### src/rtl/uart_pkg.sv
// Shared definitions for the configurable UART transmitter: serializer
// state encoding, parity mode constants and a frame-length helper.
package uart_pkg;

  // Serializer states; explicit encoding keeps waveforms readable.
  typedef enum logic [2:0] {
    ST_IDLE   = 3'd0,
    ST_START  = 3'd1,
    ST_DATA   = 3'd2,
    ST_PARITY = 3'd3,
    ST_STOP   = 3'd4
  } tx_state_t;

  localparam int PARITY_NONE = 0;
  localparam int PARITY_EVEN = 1;
  localparam int PARITY_ODD  = 2;

  // Number of bit periods in one frame: start + data + optional parity + stop.
  function automatic int frame_bits(input int data_bits, input int parity,
                                    input int stop_bits);
    return 1 + data_bits + ((parity != PARITY_NONE) ? 1 : 0) + stop_bits;
  endfunction

endpackage

### src/rtl/uart_tx_fifo.sv
// Single-clock FIFO with registered full/empty flags and show-ahead read
// data. Buffers words ahead of the UART serializer when the FIFO build is
// selected. Reset is synchronous and active-high.
module uart_tx_fifo #(
  parameter int WIDTH = 8,
  parameter int DEPTH = 16
) (
  input  logic             clock,
  input  logic             reset,
  input  logic             push,
  input  logic [WIDTH-1:0] wdata,
  input  logic             pop,
  output logic [WIDTH-1:0] rdata,
  output logic             full,
  output logic             empty
);

  localparam int AW = $clog2(DEPTH);

  if (DEPTH < 2 || (DEPTH & (DEPTH - 1)) != 0) begin : g_bad_depth
    $error("uart_tx_fifo: DEPTH must be a power of 2 and at least 2");
  end

  logic [WIDTH-1:0] mem [DEPTH];
  logic [AW-1:0]    wr_ptr;
  logic [AW-1:0]    rd_ptr;
  logic [AW:0]      count;
  logic             do_push;
  logic             do_pop;

  assign do_push = push && !full;
  assign do_pop  = pop && !empty;
  assign rdata   = mem[rd_ptr];

  // Storage write port.
  // NOTE: the array has no reset; flags and pointers alone define which
  // entries are valid, and a reset would turn the RAM into flops.
  always_ff @(posedge clock) begin
    if (do_push) mem[wr_ptr] <= wdata;
  end

  // Pointers, occupancy and registered flags; push+pop together keep count.
  // NOTE: state registers use non-blocking assignment so every flop samples
  // pre-edge values and simulation order cannot change the result.
  always_ff @(posedge clock) begin
    if (reset) begin
      wr_ptr <= '0;
      rd_ptr <= '0;
      count  <= '0;
      full   <= 1'b0;
      empty  <= 1'b1;
    end else begin
      if (do_push) wr_ptr <= wr_ptr + 1'b1;
      if (do_pop)  rd_ptr <= rd_ptr + 1'b1;
      case ({do_push, do_pop})
        2'b10: begin
          count <= count + 1'b1;
          full  <= (count == (AW + 1)'(DEPTH - 1));
          empty <= 1'b0;
        end
        2'b01: begin
          count <= count - 1'b1;
          full  <= 1'b0;
          empty <= (count == (AW + 1)'(1));
        end
        default: ;
      endcase
    end
  end

endmodule

### src/rtl/uart_tx_cfg.sv
// Configurable UART transmitter: start bit, DATA_BITS data bits LSB first,
// optional parity, STOP_BITS stop bits, each DIVIDER clocks long, fed through
// a valid/ready handshake. Defining UART_TX_FIFO_EN inserts a FIFO_DEPTH-entry
// FIFO ahead of the serializer; otherwise words load straight into the shift
// register and o_ready follows the FSM.
module uart_tx_cfg
  import uart_pkg::*;
#(
  parameter int HZ         = 200_000_000,
  parameter int BAUDRATE   = 115200,
  parameter int DIVIDER    = HZ / BAUDRATE,
  parameter int DATA_BITS  = 8,
  parameter int PARITY     = 0,
  parameter int STOP_BITS  = 1,
  parameter int FIFO_DEPTH = 16
) (
  input  logic                 i_clock,
  input  logic                 i_reset,
  input  logic [DATA_BITS-1:0] i_data,
  input  logic                 i_valid,
  output logic                 o_ready,
  output logic                 o_signal,
  output logic                 o_busy
);

  localparam int CNT_W = $clog2(DIVIDER);
  localparam int IDX_W = $clog2(DATA_BITS + 1);
  localparam logic [CNT_W-1:0] CNT_LAST  = CNT_W'(DIVIDER - 1);
  localparam logic [IDX_W-1:0] DATA_LAST = IDX_W'(DATA_BITS - 1);
  localparam logic [IDX_W-1:0] STOP_LAST = IDX_W'(STOP_BITS - 1);

  if (DIVIDER < 2) begin : g_bad_divider
    $error("uart_tx_cfg: DIVIDER must be at least 2");
  end
  if (DATA_BITS < 5 || DATA_BITS > 9) begin : g_bad_data_bits
    $error("uart_tx_cfg: DATA_BITS must be 5..9");
  end
  if (PARITY < PARITY_NONE || PARITY > PARITY_ODD) begin : g_bad_parity
    $error("uart_tx_cfg: PARITY must be 0, 1 or 2");
  end
  if (STOP_BITS < 1 || STOP_BITS > 2) begin : g_bad_stop_bits
    $error("uart_tx_cfg: STOP_BITS must be 1 or 2");
  end

  tx_state_t            state;
  logic [CNT_W-1:0]     bit_cnt;
  logic [IDX_W-1:0]     bit_idx;
  logic [DATA_BITS-1:0] shift;
  logic                 par_bit;
  logic                 line;

  logic [DATA_BITS-1:0] word;
  logic                 word_avail;
  logic                 queued;
  logic                 bit_end;
  logic                 stop_end;
  logic                 can_load;
  logic                 take;

  assign bit_end  = (bit_cnt == CNT_LAST);
  assign stop_end = (state == ST_STOP) && bit_end && (bit_idx == STOP_LAST);
  // The shift register is free when idle or in the final cycle of the frame,
  // which is what makes back-to-back frames gapless.
  assign can_load = (state == ST_IDLE) || stop_end;
  assign take     = can_load && word_avail;

`ifdef UART_TX_FIFO_EN
  logic fifo_full;
  logic fifo_empty;

  uart_tx_fifo #(
    .WIDTH(DATA_BITS),
    .DEPTH(FIFO_DEPTH)
  ) u_fifo (
    .clock(i_clock),
    .reset(i_reset),
    .push (i_valid && !fifo_full),
    .wdata(i_data),
    .pop  (take),
    .rdata(word),
    .full (fifo_full),
    .empty(fifo_empty)
  );

  assign word_avail = !fifo_empty;
  assign queued     = !fifo_empty;
  assign o_ready    = !fifo_full;
`else
  assign word_avail = i_valid;
  assign word       = i_data;
  assign queued     = 1'b0;
  assign o_ready    = can_load;
`endif

  assign o_signal = line;
  assign o_busy   = (state != ST_IDLE) || queued;

  // Bit-period counter: runs while a frame is in flight, wraps every bit.
  always_ff @(posedge i_clock) begin
    if (i_reset) begin
      bit_cnt <= '0;
    end else if (take || state == ST_IDLE || bit_end) begin
      bit_cnt <= '0;
    end else begin
      bit_cnt <= bit_cnt + 1'b1;
    end
  end

  // Serializer FSM, shift register and registered line output.
  always_ff @(posedge i_clock) begin
    if (i_reset) begin
      state   <= ST_IDLE;
      bit_idx <= '0;
      shift   <= '0;
      par_bit <= 1'b0;
      line    <= 1'b1;
    end else if (take) begin
      state   <= ST_START;
      bit_idx <= '0;
      shift   <= word;
      par_bit <= (PARITY == PARITY_ODD) ? ~^word : ^word;
      line    <= 1'b0;
    end else begin
      case (state)
        ST_START: begin
          if (bit_end) begin
            state <= ST_DATA;
            line  <= shift[0];
            shift <= shift >> 1;
          end
        end
        ST_DATA: begin
          if (bit_end) begin
            if (bit_idx == DATA_LAST) begin
              bit_idx <= '0;
              if (PARITY != PARITY_NONE) begin
                state <= ST_PARITY;
                line  <= par_bit;
              end else begin
                state <= ST_STOP;
                line  <= 1'b1;
              end
            end else begin
              bit_idx <= bit_idx + 1'b1;
              line    <= shift[0];
              shift   <= shift >> 1;
            end
          end
        end
        ST_PARITY: begin
          if (bit_end) begin
            state <= ST_STOP;
            line  <= 1'b1;
          end
        end
        ST_STOP: begin
          if (bit_end) begin
            if (bit_idx == STOP_LAST) begin
              state   <= ST_IDLE;
              bit_idx <= '0;
            end else begin
              bit_idx <= bit_idx + 1'b1;
            end
          end
        end
        default: begin
          state <= ST_IDLE;
          line  <= 1'b1;
        end
      endcase
    end
  end

endmodule

### config.mk
export PLATFORM = sky130hd
export DESIGN_NAME = uart_tx_cfg
export DESIGN_NICKNAME = d
export VERILOG_FILES = /design/src/rtl/uart_pkg.sv /design/src/rtl/uart_tx_fifo.sv /design/src/rtl/uart_tx_cfg.sv
export SDC_FILE = /design/constraint.sdc
export NUM_CORES = 1
export LEC_CHECK = 0
export CAP_MARGIN = 20
export CORE_MARGIN = 2
export CORE_UTILIZATION = 56
export CTS_CLUSTER_DIAMETER = 50
export DETAILED_ROUTE_END_ITERATION = 10
export HOLD_SLACK_MARGIN = 0.15
export PLACE_DENSITY = 0.78
export SYNTH_ARGS = -nofsm -noshare
export SYNTH_HDL_FRONTEND = slang
export SYNTH_HIERARCHICAL = 1
export SYNTH_SLANG_ARGS = --single-unit
### constraint.sdc
create_clock -name i_clock -period 2.63 [get_ports i_clock]
set_input_delay 0.789 -clock i_clock [delete_from_list [all_inputs] [get_ports i_clock]]
set_output_delay 0.789 -clock i_clock [all_outputs]
set_load 0.03 [all_outputs]
* Word level (Yosys, flattened, before mapping)
Index checks and enable logic that the tools add are counted.
Storage, ports and cells: flip-flop bits (word level) 27, input port bits 11, output and inout bits 3, logic and storage cells 70
Operators by class: eq/ne operators 20, reduce and logical (&&, ||, !) cells 18, multiplexer cells 24, add/sub/neg operators 2
Operators with widths (number):
- 8-bit 2-to-1 mux | 4
- 3-bit 2-to-1 mux | 6
- 3-bit != test (second input constant) | 6
- 4-bit 2-to-1 mux | 4
- 8-bit case mux with 2 select lines | 1
- 2-bit != test (second input constant) | 6
- 3-bit case mux with 4 select lines | 1
- 6-bit AND reduction | 2
- 11-bit by 1-bit adder with 11-bit output (second input constant) | 1
- 11-bit equality test (second input constant) | 1
- 4-bit case mux with 2 select lines | 1
- 4-bit AND reduction | 2
- 3-bit by 2-bit equality test with 1-bit output (second input constant) | 2
- 1-bit 2-to-1 mux | 6
- 3-bit nonzero test | 2
- 4-bit by 1-bit adder with 4-bit output (second input constant) | 1
- 4-bit by 3-bit equality test with 1-bit output (second input constant) | 1
- 4-bit zero test | 1
- 1-bit case mux with 4 select lines | 1
- 2-bit OR reduction | 2
- 3-bit by 1-bit equality test with 1-bit output (second input constant) | 1
- 3-bit equality test (second input constant) | 1
- 1-bit logical AND | 3
- 3-bit zero test | 1
- 5 further kinds | 7

* Longest topological paths before layout
Gate-level depths: netlist of run 1.
word-level depth 8, gate-level depth with buffers 8

* Least setup slack after synthesis of run 1
OpenSTA, ideal clock, no wires.
path type flip-flop to output port, from register bit_cnt[0], to output o_ready, cell stages (with the launch flop) 6, arrival time 1.426 ns, slack 0.415 ns, data required time 1.841 ns, cell sequence dfxtp_1 > ha_1 > nor4bb_1 > and3_4 > buf_8 > a31o_2
Between the ends: longest elaborated chain between the ends 4
RTL lines:
- from (decl) | line uart_tx_cfg.sv:46 | logic [CNT_W-1:0] bit_cnt;
- from (signal assigned) | line uart_tx_cfg.sv:105 | bit_cnt <= bit_cnt + 1'b1;
- 11-bit equality test | line uart_tx_cfg.sv:60 | assign bit_end = (bit_cnt == CNT_LAST);
- 1-bit logical AND (2 in a row) | line uart_tx_cfg.sv:61 | assign stop_end = (state == ST_STOP) && bit_end && (bit_idx == STOP_LAST);
- 1-bit logical OR | line uart_tx_cfg.sv:64 | assign can_load = (state == ST_IDLE) || stop_end;
- to (decl) | line uart_tx_cfg.sv:21 | output logic o_ready,
No other way between the ends.

* Worst setup path in the final report of run 1
Ends and elaborated chain as after synthesis.

==> flow_summary.yaml, run 1 <==
run:
  cap_viol_max_count: 0
synth:
  ys_warn_count: 6
  synth-seq-area-share_pct: 37.2
  synth.cell_area_mm2: 0.00145
  synthFlopType: "dfxtp_1"
  synthArstFlopShare_pct: 0
  synth_top_area_share_pct: 37.2
  syn_avg_cell_area_um2: 9.19
  syn-num-nets: 172
  yosysMostFrequentCell: "dfxtp_1"
  ys_seq_elements: 27
  netlist_instances: 158
  synthTopCellsByCount: "27 x dfxtp_1, 25 x nor2_1, 19 x nand3_1"
  synth.distinct_cells: 41
  synthTopCellsByArea: "dfxtp_1 37%, nand3_1 6.5%, nor2_1 6.5%, a311oi_2 5.2%, xnor2_1 3.6%"
  synth_edf_count: 0
  yosysTopAreaCell: "dfxtp_1"
worst_setup_path:
  cp_cell_sequence: "ha_2 > nor4bb_2 > and3_4 > a31o_2 > buf_4"
  cp-end-kind: "primary output"
  critPathTopFamily: "simple AND/OR/NAND/NOR gates"
  crit_start: "bit_cnt[0]"
  path_class: "flop to primary output"
  critPathMaxFanout: 4
  r2r_start: "bit_cnt[0]"
  startpoint_type: "flop"
  slowest_stage: "dfxtp_2"
  slowest_delay_ps: 380
  cp.required_ps: 1840
  arrival_ps: 1780
  crit_buf_inv: 1
die:
  dieArea_mm2: 0.00302
  fp.dieH_um: 54.9
  start_util_pct: 58.6
  rows: 18
  die_x_um: 54.9
  coreArea_mm2: 0.00248
  ios: 14
sta:
  hold_viol_final: 0
  min_period_over_period_pct: 97.6
  fmax_mhz: 390
  finalMaxSlewViolations: 0
  setup_viol: 0
  fin_skew_ps: 1.91
  tightest_slew_ps: 480
  fin_ws_ps: 63.3
  min_period_ps: 2570
  fin_setup_tns_ps: 0
  relSlewSlack_pct: 68.0
clock_network:
  numCtsBuffers: 3
  path_clk_slew_ps: 140
  worstSkewPairLatency_ps: 330
  postCtsSetupRepairBufs: 0
  cts_buffer_depth: 2
  clockRootBuffer: "clkbuf_4"
  htreeDepth: 1
  cts_tree: "yes"
  cts_sinks: 27
hold_path:
  hp-class: "flop to flop"
  hp-start: "bit_cnt[0]"
grt:
  grt_pass1_vias: 1064
  gr-total-overflow: 0
  grt_max_degree: 20
  grt_use_total_pct: 21.9
  grt_pass1_wl_mm: 4.78
  antenna_found_initial: 0
finish:
  nFillCells: 206
  multi_input_area_um2: 840
  nNetsFinal: 188
  seq_area_um2: 543
  drive_gt1_share_pct: 17.9
  n_antenna_cell: 0
  synthToLayoutAreaGrowth_pct: 12.5
placed_design:
  gp_congestion: 0.797
  dp_hpwl_mm: 2.07
  place_ws_ps: 281
  io_buffers: 13
detailed_routing:
  final_antenna_net_count: 0
  routedWlPerCell_um: 14.4
  vias: 1190
  drt_iter0_drc: 22
  drt_wl_total_mm: 2.92
  vias_per_cell: 5.86
  drtPass1Iterations: 4
  route.detailed.drc: 0
power_and_ir_drop:
  p_leak_nw: 0.598
  cellPowerDensity_mw_per_mm2: 439
  max-vdd-ir-drop_v: 0.000279
status:
  status: "finished clean"
==> timing repair <==
action | in CTS | in global routing
hold buffers | 0 | 0
resized for setup | 0 | 5
setup endpoints to repair | 0 | 2
==> worst register-to-register path, stage by stage, from the launching register on <==
cell and delay [ps]:
dfxtp_2 360, ha_2 190, nor4bb_2 170, and3_4 180
buf_4 210, a22oi_4 360, nand2b_1 210, a211oi_1 220
==> metrics by stage <==
step,instances,area (um2),total power (W),hold slack [ps],utilization [%]
finish,203,1630,0.000717,448,66.0
global placement,199,1590,0.000537,446,64.2
global route,203,1630,0.000741,472,66.0
floorplan,158,1450,0.000505,430,-
CTS,203,1620,0.000718,491,65.3
detailed placement,199,1590,0.000539,459,64.2
==> cells in the final DEF, fill, tap and decap left out, drive strengths merged, types with 3 or more instances in the layout <==
cell           Yosys  layout
nand2             14      14
and3               4       4
a311oi             7       7
xor2               6       6
nand2b             4       4
ha                 3       3
a21oi              6       6
dfxtp             27      27
clkbuf             1       4
nand3             19      19
inv                4       4
xnor2              6       6
clkdlybuf4s50      0      12
nor2              26      26
buf                7       7
==> state kept, by name (all words and copies together), names as in the netlist <==
name	flops
bit_cnt	11
shift	8
bit_idx	4
state	3
o_signal	1
==> cell families (layout without fill, tap and decap cells) <==
family | Yosys count | count (layout) | synth area share (%)
adders and majority gates | 3 | 3 | 2.58
buffers and inverters | 12 | 27 | 6.03
xor gates and xnor gates | 12 | 12 | 7.24
DFF | 27 | 27 | 37.2
AOI/OAI and AO/OA | 21 | 21 | 15.8
muxes | 2 | 2 | 1.72
and+or+nand+nor | 81 | 81 | 29.4
==> cell type report <==
type	instances	area share, %
clock buffers	4	1.61
multi-input cells	119	51.4
well taps	30	2.30
flip-flops and latches	27	33.2
repair buffers	19	10.6
inverters	4	0.919
==> path summary, 6_finish.rpt <==
| path | slack, ps | end | depth (start not counted) |
|---|---|---|---|
| worst min-delay path | 450 | bit_cnt[0] | 1 |
| worst max-delay path | 60 | o_ready | 5 |
| worst min register to register | 450 | bit_cnt[0] | 1 |
| worst max register to register | 650 | state[1] | 7 |
==> power breakdown <==
group / leakage (nW) / switching [W] / internal [W]
logic: 0.362 / 0.0000542 / 0.0000474
registers: 0.221 / 0.00000835 / 0.000423
clock network: 0.0150 / 0.000124 / 0.0000596
total: 0.598 / 0.000187 / 0.000530
==> routing by layer <==
metal	global-route usage [%]	share of wire, %	wire length (um)	vias up
met5	0	0	0	-
li1	-	-	-	588
met1	28.6	47	1370	574
met3	3.76	3.1	91	5
met2	35.5	48	1410	23
met4	9.35	1.5	43	0
(Power assumes the default switching activity.)
==> inputs of run 2 (changes only) <==
Settings changed: CORE_UTILIZATION 56 to 50, CTS_CLUSTER_SIZE set to 8, PLACE_DENSITY 0.78 to 0.71.
==> run 2 against run 1 <==
Utilization decreased by 6.0 points; clock skew is 4.0 ps higher; die area increased by 11%; hold slack improved by 33 ps; first-iteration DRC count increased by 4.5%; critical path type unchanged.
==> flow_summary.yaml, run 2 (synthesis gave the netlist of run 1 again) <==
finish:
  fin_cells: 206
  largestRegisters: "bit_cnt: 11 flops, shift: 8 flops, bit_idx: 4 flops"
  final_util_pct: 60.0
  synthToLayoutAreaGrowth_pct: 13.9
  n_antenna_cell: 0
  drive_gt1_share_pct: 18.9
  largest_register_ffs: 11
  final_cell_mix: "25 x nor2_1, 25 x dfxtp_1, 19 x nand3_1"
  regMostFlops: "bit_cnt"
  nNetsFinal: 190
clock_network:
  ctsHoldBuffers: 0
  cts_sinks: 27
  cts_buffer_depth: 2
  cts_tree: "yes"
  clockRootBuffer: "clkbuf_4"
  worstSkewPairLatency_ps: 330
  path_clk_slew_ps: 150
  numCtsBuffers: 3
  htreeDepth: 1
sta:
  hold_viol_final: 0
  fin_skew_ps: 5.88
  fin_ws_ps: 61.9
  fmax_mhz: 389
  relSlewSlack_pct: 68.3
  min_period_ps: 2570
  tightest_slew_ps: 476
  finalMaxSlewViolations: 0
  min_period_over_period_pct: 97.6
  setup_viol: 0
detailed_routing:
  vias_per_cell: 5.61
  drt_iter0_drc: 23
  routedWlPerCell_um: 14.0
  route.detailed.drc: 0
  drtPass1Iterations: 4
  final_antenna_net_count: 0
  vias: 1155
  drt_wl_total_mm: 2.89
power_and_ir_drop:
  total_power_w: 0.000726
  max-vdd-ir-drop_v: 0.000307
  cellPowerDensity_mw_per_mm2: 439
  p_leak_nw: 0.608
die:
  ios: 14
  start_util_pct: 52.7
  fp.dieH_um: 57.9
  coreArea_mm2: 0.00276
  die_x_um: 57.9
  dieArea_mm2: 0.00335
  rows: 19
worst_setup_path:
  cp.required_ps: 1840
  arrival_ps: 1780
  cp-end-kind: "primary output"
  rrSetupSlack_ps: 680
  startpoint_type: "flop"
  critPathMaxFanout: 3
  path_class: "flop to primary output"
grt:
  grt_max_degree: 20
  grt_use_total_pct: 18.6
  antenna_found_initial: 0
  grt_pass1_wl_mm: 4.85
  grt_pass1_vias: 1103
  gr-total-overflow: 0
placed_design:
  placed_cells: 199
  io_buffers: 13
  dp_hpwl_mm: 1.97
  gp_congestion: 0.799
  place_ws_ps: 290
run:
  cap_viol_max_count: 0
status:
  status: "finished clean"
hold_path:
  hp-class: "flop to flop"
## run 2: cell count changes in the layout (fill, tap and decap cells not counted)
cell   change
buf_6      +1
buf_4      +1
## run 2: area by class of cell
class | count | area [um2]
inverters | 4 | 15.0
repair buffers | 21 | 191
multi-input cells | 119 | 840
flip-flops and latches | 27 | 543
well taps | 31 | 38.8
fillers | 246 | 1100
clock buffers | 4 | 26.3
## run 2: stage by stage
step	area [um2]	hold WS, ps	TNS (ps)
2_1_floorplan	1450	430	0
3_3_place_gp	1580	446	0
3_5_place_dp	1580	451	0
4_1_cts	1620	483	0
5_1_grt	1650	524	-77.9
6_report	1650	481	0
## run 2: layer usage
| layer | up-vias | part of all wire, % | track usage, % |
|---|---|---|---|
| met5 | - | 0 | 0 |
| met4 | 0 | 1.2 | 7.97 |
| met3 | 4 | 3.0 | 2.23 |
| met2 | 16 | 50 | 30.5 |
| met1 | 548 | 46 | 24.6 |
| li1 | 587 | - | - |
## run 2: path summary, 6_finish.rpt
kind / start / to / cells past startpoint
worst min-delay path: shift[7] / shift[7] / 2
worst min register to register: shift[7] / shift[7] / 2
worst max-delay path: bit_cnt[1] / o_ready / 5
worst max register to register: bit_cnt[1] / shift[3] / 8
## run 2: timing repair
action,4_1_cts,5_1_grt
endpoints found under the setup margin,1,2
gates resized for setup,1,5
pin swaps,0,1
setup buffers,0,3
## run 2: worst max-delay path: stages, from the launching register on
cell	delay, ps
dfxtp_2	370
ha_2	200
nor4bb_2	300
and3_4	230
a31o_2	200
buf_6	150
## run 2: power breakdown
part / total [W] / internal [W] / switching (W)
registers: 0.000431 / 0.000423 / 0.00000775
logic: 0.000108 / 0.0000525 / 0.0000553
clock network: 0.000188 / 0.0000595 / 0.000128
total: 0.000726 / 0.000535 / 0.000191
==> patch, RTL diff (settings of run 2) <==
The 5 states of `tx_state_t` get a one-hot encoding in 5 bits.
--- a/src/rtl/uart_pkg.sv
+++ b/src/rtl/uart_pkg.sv
@@ -5,8 +5,8 @@
   // Serializer states; explicit encoding keeps waveforms readable.
-  typedef enum logic [2:0] {
-    ST_IDLE   = 3'd0,
-    ST_START  = 3'd1,
-    ST_DATA   = 3'd2,
-    ST_PARITY = 3'd3,
-    ST_STOP   = 3'd4
+  typedef enum logic [4:0] {
+    ST_IDLE   = 5'b00001,
+    ST_START  = 5'b00010,
+    ST_DATA   = 5'b00100,
+    ST_PARITY = 5'b01000,
+    ST_STOP   = 5'b10000
   } tx_state_t;
Behaviour: same outputs for any inputs over 10 cycles, from zero or initial values and one cycle with i_reset high; not proved beyond that.
==> patch against run 2 <==
- count of clock-buffer cells in the layout shrank 1
- synthesized cell count shrank 1.3%
- total power shrank 0.86%
- synthesized area shrank 3.8%
- final area shrank 1.4%
- register-to-register slack lost 110 ps
- global-route usage grew 0.11 points
- die area shrank 3.5%
- combinational power shrank 9.6%
- cell count shrank 1.5%
- setup slack is essentially flat
- clock skew is essentially flat
- wire length shrank 0.87%
- sequential cell count grew 1
- critical path type unchanged
- largest cell class unchanged
==> patch: results (changes against run 2) <==
Run status
  – Status: finished clean

Critical path
  – Critical Path Source: state[1]$_SDFFE_PP0P_
  – CP peak stage delay: 600 ps (+230 ps)
  – R2R Setup Slk: 570 ps (-110 ps)
  – Reg2Reg Launch Point: state[2]$_SDFFE_PP0P_
  – Max FO, Critical Path: 6 (+3)
  – CP max stage cell: or4b_4
  – Reg2Reg Depth: 5 (-3)

Final layout
  – Buffers, non-clock: 20 (-4.8%)
  – Inverters: 5 (+1)
  – Storage element area: 566.8 um^2 (+4.4%)
  – # nets final: 188 (-1.1%)
  – Non-clk buf share: 0.1104 (-0.005304)
  – #MultiIn Comb: 116 (-2.5%)
  – Clock buf/inv share: 0.01380 (-0.002081)
  – Sequential cells: 28 (+3.7%)
  – Share of cells above drive strength 1: 0.1919 (+0.003289)

STA
  – WHS: 479.9 ps (-1.290 ps)
  – Post-Route Skew: 6.099 ps (+0.2144 ps)
  – Slew HR: 0.7333 (+0.05042)

Pwr
  – Combinational Power: 0.0000976 W (-9.6%)
  – Clk power: 0.000172 W (-9%)
  – Psw: 0.0001803 W (-5.7%)
  – Leak Pwr: 0.5505 nW (-9.5%)

Routing
  – Met1 WL: 1.316 mm (-0.60%)
  – First-pass DRT Iterations: 5 (+1)
  – WL/cell: 14.10 um (+0.60%)
  – Post-DR vias/cell: 5.956 (+6.2%)
  – Wire length on met3: 88 um (+1.1%)
  – DR vias: 1209 (+4.7%)

Synth
  – Mux contribution to synthesized area: 0.007162 (-0.01006)
  – Most frequent cells after synthesis: dfxtp_1, nor2_1, nand3_1
  – Synth area leaders: dfxtp_1, nor2_1, nand3_1
  – Cells after synthesis: 156 (-1.3%)
  – Complex-gate fraction of the synthesized area: 0.1701 (+0.01161)
  – Part of the Yosys area used for sequential elements: 0.4011 (+0.02898)
  – Post-Syn Nets: 170 (-1.2%)
  – Xor/xnor share of the synthesized area: 0.05640 (-0.01595)
  – Adder-cell share of the synthesized area: 0.02686 (+0.001018)

Placed design
  – Dpl hpwl: 2.150 mm (+9.0%)
  – Placement Cell Area: 1579 um^2 (-0.32%)
  – Final GP Congestion: 0.7916 (-0.94%)

GRT
  – First-pass GRT wire length: 4.823 mm (-0.56%)
  – All-layer global routing usage: 0.1866 (+0.001057)
  – M1 GR Usage: 0.2399 (-0.005902)
  – Grt met3 use: 0.02304 (+0.0007200)
  – Met2 GRT Util: 0.3239 (+0.01873)

Worst hold path
  – Hold wc startpoint: bit_cnt[0]$_SDFF_PP0_
  – Min-Delay Endpoint: bit_cnt[0]$_SDFF_PP0_
patch: cell count changes in the layout (fill, tap and decap cells not counted), sizes merged, moves of 5 or more:
| cell | delta |
|---|---|
| nand2 | -7 |
| a32oi | +6 |
| nor2 | -5 |
| nand3 | -6 |
| a21oi | +5 |
| a311oi | -6 |
patch: stage by stage:
| step | worst slack (ps) | power [W] |
|---|---|---|
| finish | 61.72 | 0.0007201 |
| global route | 0.1870 | 0.0007505 |
| CTS | 0.7047 | 0.0007269 |
| detailed placement | 290.1 | 0.0005549 |
| global placement | 309.2 | 0.0005522 |
| floorplan | 332.0 | 0.0005124 |
patch: timing repair:
| action | 4_1_cts | 5_1_grt |
|---|---|---|
| gates resized for setup | 4 | 5 |
| hold buffers | 0 | 0 |
| cloned | 0 | 0 |
| pin swaps | 1 | 0 |
| setup buffers | 1 | 0 |
| endpoints found under the setup margin | 2 | 2 |
| endpoints found under the hold margin | 0 | 0 |
